## config.mk

```make
export PLATFORM = sky130hd
export DESIGN_NAME = seg7_scan_mux
export DESIGN_NICKNAME = d
export VERILOG_FILES = /design/src/rtl/seg7_pkg.sv /design/src/rtl/seg7_scan_mux_prescaler.sv /design/src/rtl/seg7_scan_mux.sv
export SDC_FILE = /design/constraint.sdc
export NUM_CORES = 1
export LEC_CHECK = 0
export ABC_AREA = 1
export CORE_MARGIN = 1
export CORE_UTILIZATION = 30
export DETAILED_ROUTE_END_ITERATION = 10
export PLACE_DENSITY = 0.46
export SYNTH_ARGS = -nofsm -noshare
export SYNTH_HDL_FRONTEND = slang
export SYNTH_SLANG_ARGS = --single-unit
```

## constraint.sdc

```tcl
create_clock -name clk -period 6.3 [get_ports clk]
set_clock_uncertainty 0.2 [all_clocks]
set_input_delay 1.26 -clock clk [delete_from_list [all_inputs] [get_ports clk]]
set_output_delay 1.26 -clock clk [all_outputs]
set_load 0.01 [all_outputs]
```

## src/rtl/seg7_pkg.sv

```systemverilog
// seg7_pkg: segment decode constants and nibble-to-gfedcba decoder shared by the scan driver.
package seg7_pkg;
   localparam logic [6:0] SEG_0    = 7'h3F;
   localparam logic [6:0] SEG_1    = 7'h06;
   localparam logic [6:0] SEG_2    = 7'h5B;
   localparam logic [6:0] SEG_3    = 7'h4F;
   localparam logic [6:0] SEG_4    = 7'h66;
   localparam logic [6:0] SEG_5    = 7'h6D;
   localparam logic [6:0] SEG_6    = 7'h7D;
   localparam logic [6:0] SEG_7    = 7'h07;
   localparam logic [6:0] SEG_8    = 7'h7F;
   localparam logic [6:0] SEG_9    = 7'h6F;
   localparam logic [6:0] SEG_A    = 7'h77;
   localparam logic [6:0] SEG_B    = 7'h7C;
   localparam logic [6:0] SEG_C    = 7'h39;
   localparam logic [6:0] SEG_D    = 7'h5E;
   localparam logic [6:0] SEG_E    = 7'h79;
   localparam logic [6:0] SEG_F    = 7'h71;
   localparam logic [6:0] SEG_DASH = 7'h40;
   localparam logic [6:0] SEG_OFF  = 7'h00;

   function automatic logic [6:0] seg7_decode(input logic [3:0] nib, input logic hex_en);
      logic [6:0] s;
      case (nib)
         4'h0: s = SEG_0;
         4'h1: s = SEG_1;
         4'h2: s = SEG_2;
         4'h3: s = SEG_3;
         4'h4: s = SEG_4;
         4'h5: s = SEG_5;
         4'h6: s = SEG_6;
         4'h7: s = SEG_7;
         4'h8: s = SEG_8;
         4'h9: s = SEG_9;
         4'hA: s = SEG_A;
         4'hB: s = SEG_B;
         4'hC: s = SEG_C;
         4'hD: s = SEG_D;
         4'hE: s = SEG_E;
         default: s = SEG_F;
      endcase
      return (!hex_en && nib > 4'd9) ? SEG_DASH : s;
   endfunction
endpackage

```

## src/rtl/seg7_scan_mux_prescaler.sv

```systemverilog
// seg7_prescaler: terminal-count counter 0..DIV-1; tick on the last count, clr forces it back to 0.
module seg7_prescaler #(
   parameter int DIV = 4
) (
   input  logic clk,
   input  logic rst,
   input  logic en,
   input  logic clr,
   output logic tick
);
   localparam int W = (DIV > 1) ? $clog2(DIV) : 1;
   localparam logic [W-1:0] TC = W'(DIV - 1);
   logic [W-1:0] count_q, count_d;
   always_comb begin
      tick    = en && !clr && count_q == TC;
      count_d = clr ? '0 : !en ? count_q : tick ? '0 : count_q + 1'b1;
   end
   always_ff @(posedge clk) begin
      if (rst) count_q <= '0;
      else     count_q <= count_d;
   end
endmodule

```

## src/rtl/seg7_scan_mux.sv

```systemverilog
// seg7_scan_mux: N-digit multiplexed 7-segment driver with frame snapshot, leading-zero blanking and blink.
module seg7_scan_mux
   import seg7_pkg::*;
#(
   parameter int N_DIGITS    = 4,
   parameter int CLK_HZ      = 100_000_000,
   parameter int REFRESH_HZ  = 1000,
   parameter int BLINK_HZ    = 2,
   parameter int HEX_EN      = 0,
   parameter int AN_ACT_LOW  = 1,
   parameter int SEG_ACT_LOW = 1
) (
   input  logic                  clk,
   input  logic                  rst,
   input  logic                  en,
   input  logic [4*N_DIGITS-1:0] bcd_num,
   input  logic [N_DIGITS-1:0]   dp,
   input  logic                  blank_lz,
   input  logic [N_DIGITS-1:0]   blink_mask,
   output logic [N_DIGITS-1:0]   an,
   output logic [7:0]            segment,
   output logic                  frame_done
);
   localparam int DIV  = (CLK_HZ / REFRESH_HZ > 1) ? CLK_HZ / REFRESH_HZ : 1;
   localparam int BDIV = (CLK_HZ / (2 * BLINK_HZ) > 1) ? CLK_HZ / (2 * BLINK_HZ) : 1;
   localparam int IW   = (N_DIGITS > 1) ? $clog2(N_DIGITS) : 1;
   localparam logic [IW-1:0]       LAST    = IW'(N_DIGITS - 1);
   localparam logic [N_DIGITS-1:0] AN_IDLE = {N_DIGITS{AN_ACT_LOW != 0}};
   localparam logic [7:0]          SEG_IDLE = {8{SEG_ACT_LOW != 0}};

   logic                  tick, btick, wrap, dark;
   logic [IW-1:0]         idx_q, idx_d;
   logic [4*N_DIGITS-1:0] snap_q, snap_d;
   logic [N_DIGITS-1:0]   dp_snap_q, dp_snap_d;
   logic                  phase_q, phase_d;
   logic                  fd_q, fd_d;
   logic [N_DIGITS-1:0]   an_q, an_d, an_hi, zero_from;
   logic [7:0]            seg_q, seg_d, seg_hi;
   logic [3:0]            nib;

   seg7_prescaler #(.DIV(DIV)) u_scan (
      .clk(clk), .rst(rst), .en(en), .clr(~en), .tick(tick)
   );
   seg7_prescaler #(.DIV(BDIV)) u_blink (
      .clk(clk), .rst(rst), .en(1'b1), .clr(1'b0), .tick(btick)
   );

   always_comb begin
      wrap      = tick && idx_q == LAST;
      idx_d     = (!en || wrap) ? '0 : tick ? idx_q + 1'b1 : idx_q;
      snap_d    = wrap ? bcd_num : snap_q;
      dp_snap_d = wrap ? dp : dp_snap_q;
      phase_d   = btick ? ~phase_q : phase_q;
      fd_d      = wrap;
      // zero_from[i]: every snapshot digit from i upward is zero
      for (int i = 0; i < N_DIGITS; i++) zero_from[i] = (snap_q >> (4 * i)) == '0;
      nib    = snap_q[4*int'(idx_q) +: 4];
      dark   = !en || (phase_q && blink_mask[idx_q]) || (blank_lz && idx_q != '0 && zero_from[idx_q]);
      an_hi  = dark ? '0 : N_DIGITS'(1) << idx_q;
      seg_hi = dark ? '0 : {dp_snap_q[idx_q], seg7_decode(nib, HEX_EN != 0)};
      an_d   = (AN_ACT_LOW != 0) ? ~an_hi : an_hi;
      seg_d  = (SEG_ACT_LOW != 0) ? ~seg_hi : seg_hi;
   end

   always_ff @(posedge clk) begin
      if (rst) begin
         idx_q     <= '0;
         snap_q    <= '0;
         dp_snap_q <= '0;
         phase_q   <= 1'b0;
         fd_q      <= 1'b0;
         an_q      <= AN_IDLE;
         seg_q     <= SEG_IDLE;
      end else begin
         idx_q     <= idx_d;
         snap_q    <= snap_d;
         dp_snap_q <= dp_snap_d;
         phase_q   <= phase_d;
         fd_q      <= fd_d;
         an_q      <= an_d;
         seg_q     <= seg_d;
      end
   end

   assign an         = an_q;
   assign segment    = seg_q;
   assign frame_done = fd_q;
endmodule

```

-- After elaboration in Yosys (flattened, before gate mapping)
Memory sizes are Yosys's and may differ from the RTL's.
Cells that the tools add are included.
- flip-flop bits (word level): 78
- bits in latches: 0
- RAM bits: 0
- ROM bits: 112
- input bits: 28
- output and inout port bits: 13
- word-level logic and storage cells: 50
- memories kept: 1
- memory list (name ; words ; bits a word ; rd ports ; clocked after memory_dff ; wr ports ; line ; source):
    (name not given) ; 16 ; 7 ; 1 ; 0 ; 0 ; seg7_pkg.sv:24 ; case (nib)
- add/subtract/negate cells: 3
- multipliers: 0
- divide/modulo/power cells: 0
- magnitude comparators: 2
- equal/unequal tests: 3
- shift-type cells: 2
- muxes and demuxes: 9
- bitwise gates (word level): 4
- reduce and logical (&&, ||, !) cells: 17
- operators by type and width (kind ; count):
    $logic_not 16->1 ; 4
    $add 25x1->25 const B ; 1
    $eq 25x25->1 const B ; 1
    $add 17x1->17 const B ; 1
    $eq 17x17->1 const B ; 1
    $shiftx 16x5->4 ; 1
    $mux 8 ; 1
    $not 8->8 ; 1
    $mux 7 ; 1
    $bmux 1 s2 ; 3
    $logic_and 1x1->1 ; 5
    $gt 4x4->1 const B ; 1
    $mux 4 ; 1
    $not 4->4 ; 1
    $reduce_or 2->1 ; 2
    $shl 1x2->4 const A ; 1
    $logic_or 1x1->1 ; 3
    $lt 2x3->1 const B ; 1
    $mux 1 ; 3
    $reduce_or 3->1 ; 1
    $add 2x1->2 const B ; 1
    $eq 2x2->1 const B ; 1
    $not 1->1 ; 2
    $reduce_bool 2->1 ; 1
    $logic_not 1->1 ; 1

-- Depth between registers and ports, before layout
- depth after elaboration: 7
- gate-level depth with buffers: 13
- gate-level depth less buffers: 12

-- By module
Synthesis repeated with hierarchy kept, for this count alone.
- cells, all modules: 619
- area total of the unflattened synthesis: 4196.5 um2
- by module, submodules not included (module ; instances ; cells each ; area an instance (um2) ; sequential area each (um2)):
    seg7_scan_mux ; 1 ; 261 ; 1815.5 ; 720.7
    seg7_prescaler at u_blink ; 1 ; 221 ; 1461.4 ; 500.5
    seg7_prescaler at u_scan ; 1 ; 137 ; 919.6 ; 340.3

-- Worst setup path before layout
No wires, ideal clock.
- kind: input-to-reg
- from: input port en
- to: register dp_snap_q[0]
- library setup time: 0.113 ns
- arrival time: 2.066 ns
- required time: 5.987 ns
- slack: 3.922 ns
- stages: 8
- path buffers: 1
- cells stage by stage: nand2_1 > inv_1 > nand2_1 > nor2_4 > clkbuf_1 > nand4_1 > nand2_1 > nor2_1
- word-level cells in the longest chain between the ends: 2
- ends and longest elaborated chain (element ; line ; source):
    start: declaration ; seg7_scan_mux.sv:15 ; input logic en,
    $logic_and 1x1->1 ; seg7_scan_mux_prescaler.sv:15 ; tick = en && !clr && count_q == TC;
    $logic_and 1x1->1 ; seg7_scan_mux.sv:49 ; wrap = tick && idx_q == LAST;
    end signal: assignment ; seg7_scan_mux.sv:77 ; dp_snap_q <= dp_snap_d;
    end: declaration ; seg7_scan_mux.sv:34 ; logic [N_DIGITS-1:0] dp_snap_q, dp_snap_d;
No other way between the ends.
A chain may end at the register's enable or synchronous reset.

-- Final worst setup path
Ends and elaborated chain as after synthesis.

==> results.sh <==
export IMPL_status="finished clean"
export IMPL_dpl_cell_area_sq_um=4710
export IMPL_layout_nets=706
export IMPL_worst_pin_slew_ns=0.889
export IMPL_crit_slowest_cell="clkdlybuf4s50_1"
export IMPL_fmax_mhz=324
export IMPL_hold_class="reg -> reg"
export IMPL_cts_root_buf="clkbuf_16"
export IMPL_fin_ws_ns=3.22
export IMPL_slowest_delay_ns=0.48
export IMPL_ir_drop_mv=0.117
export IMPL_track_usage_pct=14.6
export IMPL_gp_congestion=0.827
export IMPL_final_layout_size_suffix_gt1_share_pct=6.26
export IMPL_r2r_cells=5
export IMPL_fin_hold_ws_ns=0.246
export IMPL_endpoint_kind="register"
export IMPL_drt_iter0_drc=208
export IMPL_grt_first_pass_wirelength_um=16600
export IMPL_p_clk_share_pct=47.0
export IMPL_critPathRequiredTime_ns=6.37
export IMPL_dpl_worst_slack_ns=2.85
export IMPL_wl_um=9610
export IMPL_wl_met1_um=5060
export IMPL_yosysTopAreaCell="dfxtp_1"
export IMPL_maxCapViolations=0
export IMPL_htree_levels=3
export IMPL_ant_nets=0
export IMPL_fin_crit_ns=3.08
export IMPL_wl_per_cell_um=11.4
export IMPL_synth_common_cells="nand2_1 (169), nor2_1 (132), dfxtp_1 (78)"
export IMPL_worstPathCellList="clkdlybuf4s50_1, nand2_1, inv_1, nand2_1, nor2_4, nand3_4, nor2_4, nor2_1, nor2_1"
export IMPL_fin_cells=847
export IMPL_fp_coreArea_sq_um=13500
export IMPL_dp_cells=831
export IMPL_p_leak_nw=1.81
export IMPL_ys_warn_count=0
export IMPL_rows=42
export IMPL_power_frac_seq_pct=48.8
export IMPL_setup_viol_count_final=0
export IMPL_hold_viol=0
export IMPL_initial_utilization_pct=31.4
export IMPL_yosys_top_cells_area="dfxtp_1 (37%), nand2_1 (15%), nor2_1 (12%), inv_1 (5.5%), nand3_1 (5.0%)"
export IMPL_route_vias_total=3793
export IMPL_ioPinCount=41
export IMPL_p_int_mw=0.799
export IMPL_antenna_diode_count=0
export IMPL_cts_resized=0
export IMPL_cts_buffers=9
export IMPL_cp_buffers_inverters=2
export IMPL_clk_insertion_delay_late_ns=0.34
export IMPL_postCtsSetupRepairBufs=0
export IMPL_cts_tree="yes"
export IMPL_syn_num_nets=671
export IMPL_powerDensity_nw_per_um2=205
export IMPL_switchingPower_mw=0.226
export IMPL_min_delay_path_depth=1
export IMPL_clk_pin_slew_ns=0.06
export IMPL_crit_fanout=24
export IMPL_hold_buffers=0
export IMPL_synth_top_area_share_pct=37.0
export IMPL_top_layer="met4"
export IMPL_slew_headroom_pct=40.7
export IMPL_overflow=0
export IMPL_n_fill_cell=1518
export IMPL_drc=0
export IMPL_criticalPathCategory="in -> reg"
export IMPL_crit_cells=9
export IMPL_multi_input_area_sq_um=2280
export IMPL_setup_tns_final_ns=0
export IMPL_ys_ff_latch=78
export IMPL_fin_crit_sh_pct=48.9
export IMPL_pwr_share_comb_pct=4.2
export IMPL_via_per_inst=4.48
export IMPL_io_buffers=40
export IMPL_fp_dieH_um=121
export IMPL_syn_area_sq_um=4220
export IMPL_antenna_found_initial=0
export IMPL_die_area_sq_um=14500
export IMPL_met2WireLength_um=4220
export IMPL_syn_avg_cell_area_sq_um=6.68
export IMPL_firstDrtPassIters=5
export IMPL_wl_met3_um=292
export IMPL_finalMaxSlewViolations=0
export IMPL_synth_edf_count=0
export IMPL_cts_sinks=78
export IMPL_ys_seq_area_share_pct=37.0
export IMPL_ys_flop_type="dfxtp_1"
export IMPL_ff_latch_area_sq_um=1560
export IMPL_yosysMostFrequentCell="nand2_1"
export IMPL_hpwl_um=7240
export IMPL_die_w_um=121
export IMPL_p_total_mw=1.03
export IMPL_crit_family="simple AND/OR/NAND/NOR gates"
export IMPL_grt_start_max_net_pins=26
export IMPL_synth_async_reset_ratio_pct=0
export IMPL_grt_pass1_vias=3573
export IMPL_final_area_sq_um=4990
export IMPL_cp_arrival_ns=3.16
export IMPL_area_growth_pct=18.3
export IMPL_postLayoutCoreUtil_pct=37.1
export IMPL_rsz0062_at_grt="false"
export IMPL_sw_frac_of_total_pct=22.0
export IMPL_setup_worst_path_start_class="input pin"
export IMPL_synthCells=631
export IMPL_clock_path_buffers=2
export IMPL_synth_cell_type_count=34
## metal layers
metal / global-route usage [%] / vias up
met3: 4.81 / 2
li1: - / 2046
met5: 0 / -
met1: 19.2 / 1709
met2: 22.7 / 36
met4: 3.70 / 0
## logic make-up (layout without fill, tap and decap cells)
group           after synthesis  count (layout)  share of synthesized area, %
flops                        78              78                          37.0
xor+xnor                     16              16                          3.32
fa+ha+maj                    12              12                          3.56
simple gates                412             412                          43.4
compound gates               31              31                          3.83
buf+inv                      82             122                          8.84
## registers in the layout, summed over array words and instances, names as in the netlist
| signal | flops |
|---|---|
| u_blink.count_q | 25 |
| u_scan.count_q | 17 |
| snap_q | 16 |
| segment | 8 |
| an | 4 |
| dp_snap_q | 4 |
| idx_q | 2 |
| frame_done | 1 |
| phase_q | 1 |
## power groups by stage
stage	sequential, mW	clock, mW	combinational (mW)
floorplan	0.512	0	0.0183
global placement	0.511	0	0.0441
detailed placement	0.511	0	0.0445
CTS	0.500	0.502	0.0445
global route	0.500	0.525	0.0492
finish	0.500	0.482	0.0434
## worst register-to-register path: stages (launching register included)
cell,delay [ns]
dfxtp_1,0.72
ha_1,0.86
inv_1,0.18
nor2_4,0.42
nor2_1,0.08
nor2_1,0.12
## area by class of cell
| type | count | share of cell area (%) |
|---|---|---|
| multi-input combinational | 471 | 45.8 |
| inverter | 66 | 4.96 |
| clock inverter | 5 | 0.677 |
| clock buffer | 11 | 4.86 |
| sequential | 78 | 31.3 |
| timing repair buffer | 40 | 8.02 |
| tap | 176 | 4.41 |
## path summary, 6_finish.rpt
check	startpoint	to	slack (ns)
worst min-delay path	u_blink.count_q[0]$_SDFF_PP0_	u_blink.count_q[0]$_SDFF_PP0_	0.25
worst max register to register	idx_q[0]$_SDFFE_PP0P_	dp_snap_q[0]$_SDFFE_PP0P_	3.66
worst min register to register	u_blink.count_q[0]$_SDFF_PP0_	u_blink.count_q[0]$_SDFF_PP0_	0.25
worst max-delay path	en	dp_snap_q[0]$_SDFFE_PP0P_	3.22
## cell usage in the layout, fill, tap and decap left out
cell,count
nand3b_1,5
clkbuf_8,1
clkbuf_1,1
xor2_1,10
inv_2,4
o21ai_0,6
and2_0,1
a21oi_1,21
nand4_1,26
xnor2_1,6
o21bai_1,1
clkbuf_16,9
and2_1,2
ha_1,12
nor3_1,8
or2_0,2
nor2_2,4
or2_2,1
nand2_2,6
clkinv_2,2
nand2_4,1
o22ai_1,1
clkdlybuf4s50_1,40
nor2_4,6
nand3_4,1
clkinvlp_4,2
nand3_2,4
o21ai_1,1
nor3b_1,2
nand2_1,169
dfxtp_1,78
nand3_1,42
nor2_1,132
inv_1,62
a21boi_0,1
inv_6,1
(Power assumes the default switching activity.)
